File: src/rtl/msi_snoop_arbiter.sv
// Shared-bus MSI coherence arbiter for two cache controllers: serialises snoop, invalidate
// and memory-port traffic with round-robin fairness between core 0 and core 1.
module msi_snoop_arbiter #(
    parameter int unsigned ADDR_W = 13,
    parameter int unsigned DATA_W = 16
) (
    input  logic              clk,
    input  logic              rst_n,
    input  logic              read_miss0,
    input  logic              read_miss1,
    input  logic              write_miss0,
    input  logic              write_miss1,
    input  logic              invalidate0,
    input  logic              invalidate1,
    input  logic [ADDR_W-1:0] BICO0,
    input  logic [ADDR_W-1:0] BICO1,
    input  logic              mem_req0,
    input  logic              mem_req1,
    input  logic              cpu_search_found0,
    input  logic              cpu_search_found1,
    input  logic [DATA_W-1:0] send_other_proc_data0,
    input  logic [DATA_W-1:0] send_other_proc_data1,
    input  logic              u_rdy,
    output logic              grant0,
    output logic              grant1,
    output logic [1:0]        cpu_datasel0,
    output logic [1:0]        cpu_datasel1,
    output logic [DATA_W-1:0] other_proc_data0,
    output logic [DATA_W-1:0] other_proc_data1,
    output logic              cpu_search0,
    output logic              cpu_search1,
    output logic [ADDR_W-1:0] BOCI0,
    output logic [ADDR_W-1:0] BOCI1,
    output logic              invalidate_from_other_cpu0,
    output logic              invalidate_from_other_cpu1
);

    typedef enum logic [2:0] {StIdle, StSnoop, StXfer, StMemFill, StInv, StMemBus} state_e;

    state_e            state_q, state_d;
    logic [1:0]        pend_q;
    logic [1:0]        inv_q;
    logic [ADDR_W-1:0] addr_q [2];
    logic [ADDR_W-1:0] boci_q [2];
    logic [ADDR_W-1:0] boci_d [2];
    logic [DATA_W-1:0] data_q, data_d;
    logic              cur_q, cur_d;
    logic              rr_q, rr_d;

    logic [1:0]        rm, wm, iv, mreq, found;
    logic [1:0]        cap, req, req_inv, clr;
    logic [ADDR_W-1:0] bico [2];
    logic [ADDR_W-1:0] req_addr [2];
    logic [DATA_W-1:0] sdata [2];
    logic              coh_pick, mem_pick;

    logic [1:0]        grant, search, inv_out;
    logic [1:0]        dsel [2];
    logic [DATA_W-1:0] fwd [2];

    assign rm       = {read_miss1, read_miss0};
    assign wm       = {write_miss1, write_miss0};
    assign iv       = {invalidate1, invalidate0};
    assign mreq     = {mem_req1, mem_req0};
    assign found    = {cpu_search_found1, cpu_search_found0};
    assign bico[0]  = BICO0;
    assign bico[1]  = BICO1;
    assign sdata[0] = send_other_proc_data0;
    assign sdata[1] = send_other_proc_data1;

    // A pulse arriving this cycle is visible to arbitration immediately, so an uncontended
    // request leaves IDLE on the same edge that records it.
    always_comb begin
        for (int n = 0; n < 2; n++) begin
            cap[n]      = (rm[n] | wm[n] | iv[n]) & ~pend_q[n];
            req[n]      = pend_q[n] | cap[n];
            req_inv[n]  = cap[n] ? (wm[n] | iv[n]) : inv_q[n];
            req_addr[n] = cap[n] ? bico[n] : addr_q[n];
        end
        coh_pick = (req == 2'b11) ? ~rr_q : req[1];
        mem_pick = (mreq == 2'b11) ? ~rr_q : mreq[1];
    end

    always_comb begin
        state_d = state_q;
        cur_d   = cur_q;
        rr_d    = rr_q;
        data_d  = data_q;
        clr     = 2'b00;
        boci_d  = boci_q;
        unique case (state_q)
            StIdle: begin
                if (|req) begin
                    cur_d                 = coh_pick;
                    rr_d                  = coh_pick;
                    boci_d[~coh_pick]     = req_addr[coh_pick];
                    state_d               = req_inv[coh_pick] ? StInv : StSnoop;
                end else if (|mreq) begin
                    cur_d   = mem_pick;
                    rr_d    = mem_pick;
                    state_d = StMemBus;
                end
            end
            StSnoop: begin
                data_d  = sdata[~cur_q];
                state_d = found[~cur_q] ? StXfer : StMemFill;
            end
            StXfer: begin
                clr[cur_q] = 1'b1;
                state_d    = StIdle;
            end
            StMemFill: begin
                if (u_rdy) begin
                    clr[cur_q] = 1'b1;
                    state_d    = StIdle;
                end
            end
            StInv: begin
                clr[cur_q] = 1'b1;
                state_d    = StIdle;
            end
            StMemBus: begin
                if (!mreq[cur_q]) state_d = StIdle;
            end
            default: state_d = StIdle;
        endcase
    end

    always_comb begin
        grant   = 2'b00;
        search  = 2'b00;
        inv_out = 2'b00;
        dsel[0] = 2'b00;
        dsel[1] = 2'b00;
        fwd[0]  = '0;
        fwd[1]  = '0;
        unique case (state_q)
            StIdle: ;
            StSnoop: search[~cur_q] = 1'b1;
            StXfer: begin
                grant[cur_q] = 1'b1;
                dsel[cur_q]  = 2'b01;
                fwd[cur_q]   = data_q;
            end
            StMemFill: grant[cur_q] = 1'b1;
            StInv: begin
                grant[cur_q]    = 1'b1;
                inv_out[~cur_q] = 1'b1;
            end
            // Grant follows mem_req directly so it drops in the release cycle.
            StMemBus: grant[cur_q] = mreq[cur_q];
            default: ;
        endcase
    end

    always_ff @(posedge clk or negedge rst_n) begin
        if (!rst_n) begin
            state_q <= StIdle;
            pend_q  <= 2'b00;
            inv_q   <= 2'b00;
            cur_q   <= 1'b0;
            rr_q    <= 1'b0;
            data_q  <= '0;
            for (int n = 0; n < 2; n++) begin
                addr_q[n] <= '0;
                boci_q[n] <= '0;
            end
        end else begin
            state_q <= state_d;
            cur_q   <= cur_d;
            rr_q    <= rr_d;
            data_q  <= data_d;
            for (int n = 0; n < 2; n++) begin
                pend_q[n] <= ~clr[n] & req[n];
                inv_q[n]  <= req_inv[n];
                addr_q[n] <= req_addr[n];
                boci_q[n] <= boci_d[n];
            end
        end
    end

    assign grant0                     = grant[0];
    assign grant1                     = grant[1];
    assign cpu_datasel0               = dsel[0];
    assign cpu_datasel1               = dsel[1];
    assign other_proc_data0           = fwd[0];
    assign other_proc_data1           = fwd[1];
    assign cpu_search0                = search[0];
    assign cpu_search1                = search[1];
    assign BOCI0                      = boci_q[0];
    assign BOCI1                      = boci_q[1];
    assign invalidate_from_other_cpu0 = inv_out[0];
    assign invalidate_from_other_cpu1 = inv_out[1];

endmodule

File: config.mk
export PLATFORM = sky130hd
export DESIGN_NAME = msi_snoop_arbiter
export DESIGN_NICKNAME = d
export VERILOG_FILES = /design/src/rtl/msi_snoop_arbiter.sv
export SDC_FILE = /design/constraint.sdc
export NUM_CORES = 1
export LEC_CHECK = 0
export ABC_AREA = 1
export BUFFER_PORTS_ARGS = -buffer_cell sky130_fd_sc_hd__buf_2
export CAP_MARGIN = 20
export CORE_MARGIN = 2
export CORE_UTILIZATION = 52
export DETAILED_ROUTE_END_ITERATION = 10
export PLACE_DENSITY = 0.85
export SYNTH_ARGS = -nofsm -noshare
export SYNTH_HDL_FRONTEND = slang
export SYNTH_SLANG_ARGS = --single-unit
File: constraint.sdc
create_clock -name clk -period 3 [get_ports clk]
set_clock_uncertainty 0.2 [all_clocks]
set_input_delay 0.6 -clock clk [delete_from_list [all_inputs] [get_ports clk]]
set_output_delay 0.6 -clock clk [all_outputs]
set_load 0.01 [all_outputs]
After elaboration in Yosys (flattened, before gate mapping)
Cells that the tools add are included.

word-level totals
  flip-flop bits (word level) = 76
  input port bits = 71
  output and inout bits = 68
  word-level logic and storage cells = 112

operators by class
  order comparisons = 11
  equal/unequal tests = 10
  multiplexer cells = 45
  bitwise operators = 24
  reduce and logical (&&, ||, !) cells = 13

operators by type and width
  kind                count
  $mux 13             6
  $mux 16             4
  $and 32x32->32      1
  $mux 32             1
  $bwmux 26           1
  $mux 3              6
  $demux 16 s1        1
  $mux 1              15
  $demux 13 s1        1
  $pmux 3 s4          1
  $ge 2x2->1 const B  4
  $mux 2              4
  $not 1->2           4
  $or 1x1->1          8
  $pmux 2 s2          2
  $eq 3x2->1 const B  2
  $eq 3x3->1 const B  2
  $lt 1x2->1 const B  3
  $not 1->1           6
  $reduce_or 2->1     3
  $and 1x1->1         4
  $eq 2x2->1 const B  2
  $logic_and 1x1->1   4
  $lt 2x1->1 const B  2
  other kinds (12)    16

Depth between registers and ports, before layout
Gate-level depths: netlist of the first run.

  word-level depth = 13
  depth in mapped cells = 11
  gate-level depth less buffers = 11

Worst setup path before layout of the first run
No wires, ideal clock.

  path kind = register to output
  start = reg state_q[1]
  end = out other_proc_data0[10]
  data arrival time = 1.440 ns
  required time = 2.200 ns
  path slack = 0.760 ns
  cell stages (with the launch flop) = 10
  buffers on the path = 1
  path through = dfrtp_1 > inv_1 > nor2_1 > inv_1 > nor2_1 > inv_1 > nor2_1 > inv_1 > buf_2 > nor2_1

between the ends
  word-level cells in the longest chain between the ends = 2

ends and longest elaborated chain
  what                      line  source
  start: declaration        40    state_e state_q, state_d;
  start signal: assignment  158   state_q <= StIdle;
  start signal: assignment  169   state_q <= state_d;
  $eq 3x2->1                137   unique case (state_q)
  $mux 32                   137
  end: declaration          28    output logic [DATA_W-1:0] other_proc_data0,

Every way passes these cells.

Final worst setup path of the first run
  start = reg state_q[2]
  end = out other_proc_data0[3]

Same word-level chain as after synthesis.

==> results by group, run 1 <==
CTS
  – Register clock-pin slew on the reported worst setup and hold paths: 70 ps
  – CTS tree: done
  – Maximum clock path buffer count: 2
  – PostCTS Resize Cnt: 0
  – Worst-Skew Late Latency: 340 ps
  – Clk sinks: 76
  – CTS HTree Levels: 3
  – Setup bufs post-CTS: 0
  – Clock root buffer: clkbuf_8
  – # hold bufs at CTS: 0
  – Total CTS buffers: 9

Status
  – Status: complete, no violations

STA
  – Final Max Slew Viols: 0
  – Final Cycle Share: 0.924
  – Worst Max-Slew Pin Slew: just over 900 ps
  – Number of hold violations in the final report: 0
  – Post-route minimum period: 2770 ps
  – RSZ-0062 raised after global routing: no
  – Sum Neg Setup Slack: 0 ps
  – Rel. slew slack: 0.396
  – # setup viols final: 0
  – Fmax: 361 MHz

Global routing
  – Overflow left after global routing: 0
  – Number of global-route vias before repair: approximately 3,000
  – Initial antenna violation count: 0
  – Routing usage on met1: 0.319
  – First-pass GRT wire length: 13.7 mm
  – Met3 Use GR: 0.0524
  – Gr busiest metal: met2
  – Met2 Use GR: 0.370
  – Total GRT Usage: 0.234
  – Largest net degree at the start of global routing: 77

Flow run
  – Max-Cap Viols: 0

Drt
  – DR iter-0 viols: ~120
  – WL/cell: around 13 µm
  – Via density per instance: approximately 5
  – Post-route antenna net violation count: 0
  – Final WL: a little over 8 mm
  – Iteration count of the initial detailed-routing pass: 4
  – # DRC: 0
  – Total number of vias: 3,157

Final layout
  – Synth-to-layout area growth: 25.4%
  – NumNets Final: 631
  – Fin area: 4430 µm²
  – Diode count: 0
  – Final core utilization: 0.663
  – Non-filler cells, final: 645
  – Share of layout cells above drive strength 1: 0.324

Yosys
  – Synth area leader: dfrtp_1
  – Top FF cell, synth: dfrtp_1
  – Top cell type's share of synthesized area: 0.538
  – Ranking of synthesized cells by area: dfrtp_1, nand2_1, nor2_1
  – Syn Area/Cell: 8.36 µm²
  – Flops & latches, synth: between 70 and 80
  – Yosys warns: 0
  – Post-synthesis sequential area ratio: 0.538
  – Gate count of the mapped netlist: ~420
  – Most frequent cell after synthesis: nand2_1
  – Syn Std Cell Area: around 3500 µm²
  – Post-synthesis cell type count: 24
  – Number of synthesized flops with an enable pin: 0
  – Async SR Flop Fraction: 1.00
  – Synth cell count leaders: nand2_1, dfrtp_1, nor2_1

Critical path
  – Slowest cell delay on critical path: 470 ps
  – Max FO, Critical Path: 16
  – Worst path required time: ~2200 ps
  – CP most frequent cell: nor2_1
  – Slowest-stage cell, CP: dfrtp_1
  – Crit start category: register
  – Critical path arrival: approximately 2000 ps
  – CP Capture Type: output port
  – Worst-path cell chain: nor2_1 > inv_1 > nor2_1 > inv_1 > nor2_1 > inv_1 > nor2_1 > buf_2
  – Crit path kind: reg -> out

Placed design
  – RePlAce Congestion: 0.869
  – Port bufs: 136
  – Final HPWL DP: 6.27 mm
  – Area after DPL: 4260 µm²
  – Placed insts: 629

Power and ir drop
  – Maximum vdd drop: 395 µV
  – Pwr per Cell Area: 1010 nW/µm²
  – Leak pwr: 2.42 nW

Min path
  – Min-delay worst type: in -> async

Floorplan
  – # IOs: between 100 and 150
  – Die X: 86.4 µm
  – Die extent in y: around 86 µm
  – Die Footprint: ~7500 µm²
  – Initial Utilization: 0.529
  – FP Rows: 30
  – Total core area: 6680 µm²
==> worst max-delay path: cells and delay by family (launching register included) <==
kind                   cells  cell delay (ps)
DFF                        1              470
and+or+nand+nor            4              620
buffers and inverters      4              550
==> per-stage QoR <==
stage               worst slack [ps]  power [mW]  hold WS (ps)
floorplan                        760        3.22           104
global placement                 696        3.74           255
detailed placement               582        3.84           264
CTS                              194        4.53           223
global route                    15.7        4.89           254
finish                           229        4.49           189
==> flip-flops by register name, summed over array words and instances, names as in the netlist <==
register / flops
BOCI0: 13
addr_q: 26
inv_q: 2
cur_q: 1
data_q: 16
BOCI1: 13
pend_q: 2
state_q: 3
==> cells by family after synthesis <==
| logic type | Yosys count | synth area share |
|---|---|---|
| AOI/OAI and AO/OA | 52 | 0.0913 |
| and+or+nand+nor | 215 | 0.247 |
| buffers and inverters | 66 | 0.0814 |
| other | 1 | 0.00106 |
| DFF | 76 | 0.538 |
| muxes | 13 | 0.0414 |
==> per-layer routing <==
metal | share of wire | vias up
li1 | - | 1581
met1 | 0.45 | 1461
met2 | 0.47 | 110
met3 | 0.066 | 5
met4 | 0.0096 | 0
met5 | 0 | -
==> path summary, 6_finish.rpt <==
check / startpoint / slack [ps] / depth (start not counted) / end
max: state_q[2] / 230 / 8 / other_proc_data0[3]
min: rst_n / 190 / 1 / BOCI0[12]
max reg2reg: pend_q[0] / 1070 / 7 / BOCI0[8]
min reg2reg: addr_q[16] / 280 / 2 / addr_q[16]
max in group asynchronous: rst_n / 1830 / 1 / data_q[0]
min in group clk: send_other_proc_data0[6] / 260 / 3 / data_q[6]
==> final cells by class <==
cell class / instances / area (µm²)
sequential: 76 / 1900
inverter: 49 / 184
fill: 589 / 2250
clock buffer: 12 / 145
tap: 80 / 100
multi-input combinational: 282 / 1350
clock inverter: 4 / 25.0
timing repair buffer: 142 / 728
==> layout by cell type, fill, tap and decap left out <==
cell type	n
buf_2	135
nand2_1	125
dfrtp_1	76
nor2_1	60
inv_1	47
nand3_1	23
a21oi_1	21
o21a_1	13
mux2_2	13
clkbuf_8	10
o21ai_0	9
a21oi_2	7
buf_4	7
nor2_2	2
inv_2	2
nor3_4	2
conb_1	2
clkinv_2	2
clkinvlp_4	2
clkbuf_1	2
nor3_1	1
a21o_1	1
nand4_1	1
o22ai_1	1
nand2_2	1
==> power breakdown <==
part,leakage (nW),internal (mW),switching [mW]
Combinational,1.46,0.825,1.23
Clock,0.0824,0.321,0.361
Sequential,0.871,1.51,0.250
Total,2.42,2.66,1.84
(Power assumes the default switching activity.)
==> run 2: changes to the inputs <==
Settings changed: CORE_ASPECT_RATIO set to 0.8, CORE_UTILIZATION 52 to 49, PLACE_DENSITY 0.85 to 0.8.
Clock period 3 ns to 2.7 ns, I/O delays scaled along.
==> run 2 against run 1 <==
  * Register-to-register slack worse by 280 ps
  * Setup slack got worse by 44 ps
  * Combinational power up 16%
  * Critical endpoint is now other_proc_data1[1]
  * Largest power group unchanged
  * Sequential share of layout area is 0.92 points lower
==> results by group, run 2 (synthesized netlist as in run 1, its figures left out) <==
STA
  – Sum Neg Setup Slack: 0 ps
  – Worst setup margin: 185 ps
  – Post-route minimum period: between 2000 and 3000 ps
  – Number of hold violations in the final report: 0
  – Final Max Slew Viols: 0
  – RSZ-0062 raised after global routing: no
  – Rel. slew slack: 0.657
  – Fmax: 398 MHz
  – # setup viols final: 0
  – Final Cycle Share: 0.932
  – Worst Max-Slew Pin Slew: 514 ps

Critical path
  – Worst path required time: a little under 2000 ps
  – CP Capture Type: output port
  – FF-to-FF path depth: 7
  – R2R Path Start: pend_q[0]
  – Worst setup path endpoint: other_proc_data1[1]
  – Cell count along the critical path: 9
  – Crit path kind: reg -> out
  – R2r setup slk: 790 ps
  – Crit start category: register
  – CP most frequent cell: nor2_1
  – Slowest cell delay on critical path: 420 ps
  – CP bufs+invs: 5
  – Worst-path cell chain: inv_1 > nor2_1 > inv_1 > nor2_1 > inv_1 > nor2_1 > inv_2 > nor2_1 > buf_2
  – Reg2reg end: BOCI0[7]
  – Max FO, Critical Path: 16
  – CP startpoint: state_q[1]
  – Slowest-stage cell, CP: dfrtp_1
  – Critical path arrival: 1780 ps
  – Critical path's top delay family: buffers and inverters

Final layout
  – Synth-to-layout area growth: 28.2%
  – Share of layout cells above drive strength 1: 0.333
  – Fin area: 4530 µm²
  – Diode count: 0
  – Fillers: between 500 and 600
  – Register name with the most flops: addr_q
  – Most frequent cells in the layout: buf_2, nand2_1, dfrtp_1
  – Most common cell after layout, fill and taps aside: buf_2
  – NumNets Final: between 600 and 700
  – Biggest regs: addr_q: 26 flops, data_q: 16 flops
  – Max FFs per register: 26

Floorplan
  – Die extent in y: between 70 and 80 µm
  – Die Footprint: 7910 µm²
  – Total core area: about 6900 µm²
  – Initial Utilization: 0.510
  – Die X: 99.0 µm
  – FP Rows: 27
  – # IOs: 139

Placed design
  – Port bufs: 136
  – DP Worst Slack: approximately 440 ps
  – RePlAce Congestion: about 0.83
  – Area after DPL: 4310 µm²
  – Final HPWL DP: 6.62 mm

Global routing
  – Largest net degree at the start of global routing: 42
  – Overflow left after global routing: 0
  – Total GRT Usage: 0.222
  – Initial antenna violation count: 0
  – Number of global-route vias before repair: ~3,000
  – First-pass GRT wire length: 14.0 mm

Drt
  – Post-route antenna net violation count: 0
  – # DRC: 0
  – Final WL: 8.58 mm
  – Total number of vias: 3,196
  – Iteration count of the initial detailed-routing pass: 5
  – Via density per instance: between 4 and 5
  – WL/cell: between 10 and 15 µm
  – DR iter-0 viols: around 190

CTS
  – Register clock-pin slew on the reported worst setup and hold paths: about 80 ps
  – Setup bufs post-CTS: 0
  – CTS HTree Levels: 3
  – Worst-Skew Late Latency: 350 ps
  – Clk sinks: 76
  – CTS tree: done
  – Total CTS buffers: 9
  – Maximum clock path buffer count: 2
  – Clock root buffer: clkbuf_8

Flow run
  – Max-Cap Viols: 0

Status
  – Status: complete, no violations

Power and ir drop
  – Leak pwr: 2.46 nW
  – Pwr per Cell Area: 1150 nW/µm²
  – Maximum vdd drop: around 470 µV

Min path
  – Min-delay worst type: in -> reg
[run 2: cell count changes in the layout (fill, tap and decap cells not counted)]
cell / before / now
buf_12: 0 / 2
clkbuf_1: 2 / 0
clkinv_2: 2 / 0
inv_1: 47 / 45
inv_2: 2 / 4
inv_6: 0 / 2
bufinv_16: 0 / 1
clkinv_4: 0 / 1
dlygate4sd3_1: 0 / 1
[run 2: metrics by stage]
step	power, mW	cells	hold WS (ps)	utilization
2_1_floorplan	3.58	424	44.4	-
3_3_place_gp	4.23	638	258	0.623
3_5_place_dp	4.34	638	265	0.623
4_1_cts	5.25	655	179	0.654
5_1_grt	5.63	655	190	0.654
6_report	5.21	655	194	0.654
[run 2: routing by layer]
| metal | track usage | vias up | wire length [µm] |
|---|---|---|---|
| met5 | 0 | - | 0 |
| met2 | 0.368 | 135 | 4110 |
| met1 | 0.297 | 1461 | 3740 |
| met3 | 0.0709 | 4 | 699 |
| met4 | 0.0288 | 0 | 25 |
| li1 | - | 1596 | - |
[run 2: worst reg2reg max path, cell delays in order, from the launching register on]
cell and delay (ps):
dfrtp_1 370, inv_1 70, nand3_1 120, nand2_1 80, nand2_1 90, inv_2 250
nand2_2 280, mux2_2 350
[run 2: repair_timing]
action | in CTS | in global routing
endpoints found under the setup margin | 0 | 32
hold endpoints to repair | 40 | 0
hold buffers | 1 | 0
gates resized for setup | 0 | 2
[run 2: layout make-up]
cell class	count	area, µm²	area share
flip-flops and latches	76	1900	0.420
multi-input cells	282	1350	0.298
repair buffers	145	778	0.172
inverters	49	184	0.0406
clock buffers	10	138	0.0304
well taps	87	109	0.0240
clock inverters	6	71.3	0.0157
[run 2: how the worst min path moves through the flow]
stage / from / to / slack [ps] / depth (start not counted)
after detailed placement: addr_q[17] / addr_q[17] / 260 / 2
after CTS: send_other_proc_data0[14] / data_q[14] / 180 / 3
after floorplan: rst_n / BOCI0[0] / 40 / 0
after global routing: send_other_proc_data0[15] / data_q[15] / 190 / 3
after global placement: addr_q[18] / addr_q[18] / 260 / 2
final: send_other_proc_data0[8] / data_q[8] / 190 / 3
[run 2: power by group]
part | internal [mW] | leakage [nW] | switching (mW)
Clock | 0.460 | 0.0995 | 0.439
Combinational | 0.951 | 1.49 | 1.42
Sequential | 1.68 | 0.871 | 0.267
==> run 3: changes to the inputs <==
Settings changed: PLACE_DENSITY 0.8 to 0.86.
==> run 3 against run 2 <==
  * Setup slack got worse by 64 ps
  * Sequential power about the same
  * Utilization increased by 0.54 points
  * Via count grew 1.3%
  * Cell count up 0.31%
  * First-iteration DRC count down 37%
  * Global-route usage is 1.3 points higher
  * Critical path type unchanged
  * Cell area up 0.83%
  * Flip-flop and latch count unchanged
  * Register-to-register slack worse by 60 ps
==> results by group, run 3 (synthesized netlist as in run 1, its figures left out) <==
Final layout
  – NumNets Final: between 600 and 700
  – Register name with the most flops: addr_q
  – Register cell area after layout: roughly 1900 µm²
  – Max FFs per register: 26
  – Multi-input gate area: roughly 1400 µm²
  – Biggest regs: addr_q: 26 flops, data_q: 16 flops
  – Diode count: 0
  – Share of layout cells above drive strength 1: 0.346
  – Most common cell after layout, fill and taps aside: buf_2
  – Final core utilization: 0.660
  – Synth-to-layout area growth: 29.2%
  – Most frequent cells in the layout: buf_2, nand2_1, dfrtp_1
  – Fillers: 550

Flow run
  – Max-Cap Viols: 0

STA
  – Final Cycle Share: 0.955
  – Sum Neg Setup Slack: 0 ps
  – # setup viols final: 0
  – Final hold slack: between 150 and 200 ps
  – Final Max Slew Viols: 0
  – Post-route minimum period: 2580 ps
  – Worst Max-Slew Pin Slew: 557 ps
  – Number of hold violations in the final report: 0
  – Fmax: 388 MHz
  – RSZ-0062 raised after global routing: no
  – Rel. slew slack: 0.629

Floorplan
  – Total core area: ~7000 µm²
  – FP Rows: 27
  – Die X: 99.0 µm
  – # IOs: 139
  – Die extent in y: 80.0 µm
  – Die Footprint: 7910 µm²
  – Initial Utilization: 0.510

CTS
  – Clk sinks: 76
  – Clock root buffer: clkbuf_8
  – CTS tree: done
  – CTS HTree Levels: 3
  – Maximum clock path buffer count: 2
  – Register clock-pin slew on the reported worst setup and hold paths: 80 ps
  – Worst-Skew Late Latency: 350 ps
  – Total CTS buffers: 9

Global routing
  – Number of global-route vias before repair: around 3,200
  – Total GRT Usage: 0.236
  – Overflow left after global routing: 0
  – First-pass GRT wire length: 14.4 mm
  – Initial antenna violation count: 0
  – Largest net degree at the start of global routing: 45

Power and ir drop
  – Maximum vdd drop: 433 µV
  – Leak pwr: 2.46 nW
  – Pwr per Cell Area: 1170 nW/µm²
  – Power Total: around 5.3 mW

Critical path
  – FF-to-FF path depth: 7
  – Crit start category: register
  – Cell count along the critical path: 9
  – Max FO, Critical Path: 8
  – Worst path required time: 1960 ps
  – Reg2reg end: BOCI0[6]
  – Slowest-stage cell, CP: dfrtp_1
  – CP Capture Type: output port
  – Crit path kind: reg -> out
  – R2R Path Start: pend_q[0]
  – Slowest cell delay on critical path: 420 ps
  – Worst-path cell chain: inv_1 > nor2_2 > inv_1 > nor2_2 > inv_2 > nor2_4 > clkinvlp_4 > nor2_1 > buf_2
  – CP startpoint: state_q[1]
  – R2r setup slk: between 700 and 800 ps
  – Critical path's top delay family: buffers and inverters
  – Critical path arrival: 1840 ps
  – CP bufs+invs: 5
  – Worst setup path endpoint: other_proc_data0[15]

Placed design
  – Final HPWL DP: around 6.8 mm
  – RePlAce Congestion: 0.882
  – Port bufs: 136

Min path
  – Min-delay worst type: in -> reg

Drt
  – Post-route antenna net violation count: 0
  – Final WL: 9.07 mm
  – # DRC: 0
  – DR iter-0 viols: 117
  – WL/cell: 13.8 µm
  – Total number of vias: roughly 3,200
  – Iteration count of the initial detailed-routing pass: 4
  – Via density per instance: between 4 and 5

Status
  – Status: complete, no violations
-- run 3: how the worst min path moves through the flow --
stage | from | to | slack [ps] | depth (start not counted)
after floorplan | rst_n | BOCI0[0] | 40 | 0
after CTS | send_other_proc_data0[11] | data_q[11] | 180 | 3
after detailed placement | inv_q[0] | inv_q[0] | 260 | 2
after global placement | inv_q[0] | inv_q[0] | 260 | 2
after global routing | send_other_proc_data0[10] | data_q[10] | 190 | 3
final | send_other_proc_data0[11] | data_q[11] | 200 | 3
-- run 3: cell type report --
cell class / instances / area share
well taps: 87 / 0.0238
clock inverters: 7 / 0.0216
flip-flops and latches: 76 / 0.417
multi-input cells: 282 / 0.300
inverters: 49 / 0.0403
clock buffers: 9 / 0.0271
repair buffers: 145 / 0.168
repair inverters: 2 / 0.00329
-- run 3: worst register-to-register path, delay by kind of cell, from the launching register on --
| kind | cells | cell delay, ps |
|---|---|---|
| multiplexers | 1 | 360 |
| buffers and inverters | 2 | 340 |
| flip-flops | 1 | 370 |
| AND/OR/NAND/NOR | 4 | 590 |
-- run 3: report_power, final --
| part | total, mW | switching, mW | internal, mW |
|---|---|---|---|
| registers | 1.96 | 0.277 | 1.68 |
| logic | 2.42 | 1.48 | 0.940 |
| clock network | 0.957 | 0.430 | 0.526 |
-- run 3: metrics by stage --
step | setup slack, ps | instances | cell area, µm²
4_1_cts | 63.2 | 655 | 4530
5_1_grt | 4.46 | 657 | 4570
2_1_floorplan | 520 | 424 | 3540
3_3_place_gp | 502 | 638 | 4300
3_5_place_dp | 401 | 638 | 4300
6_report | 121 | 657 | 4570
-- run 3: layer usage --
metal,vias up,track usage,share of wire
li1,1599,-,-
met1,1484,0.280,0.42
met2,146,0.409,0.50
met3,10,0.0797,0.070
met4,0,0.0699,0.0094
met5,-,0,0
-- run 3: repair_timing --
action / CTS / global route
setup buffers: 0 / 0
hold buffers: 1 / 0
endpoints found under the hold margin: 43 / 0
setup endpoints to repair: 0 / 32
gates resized for setup: 0 / 12
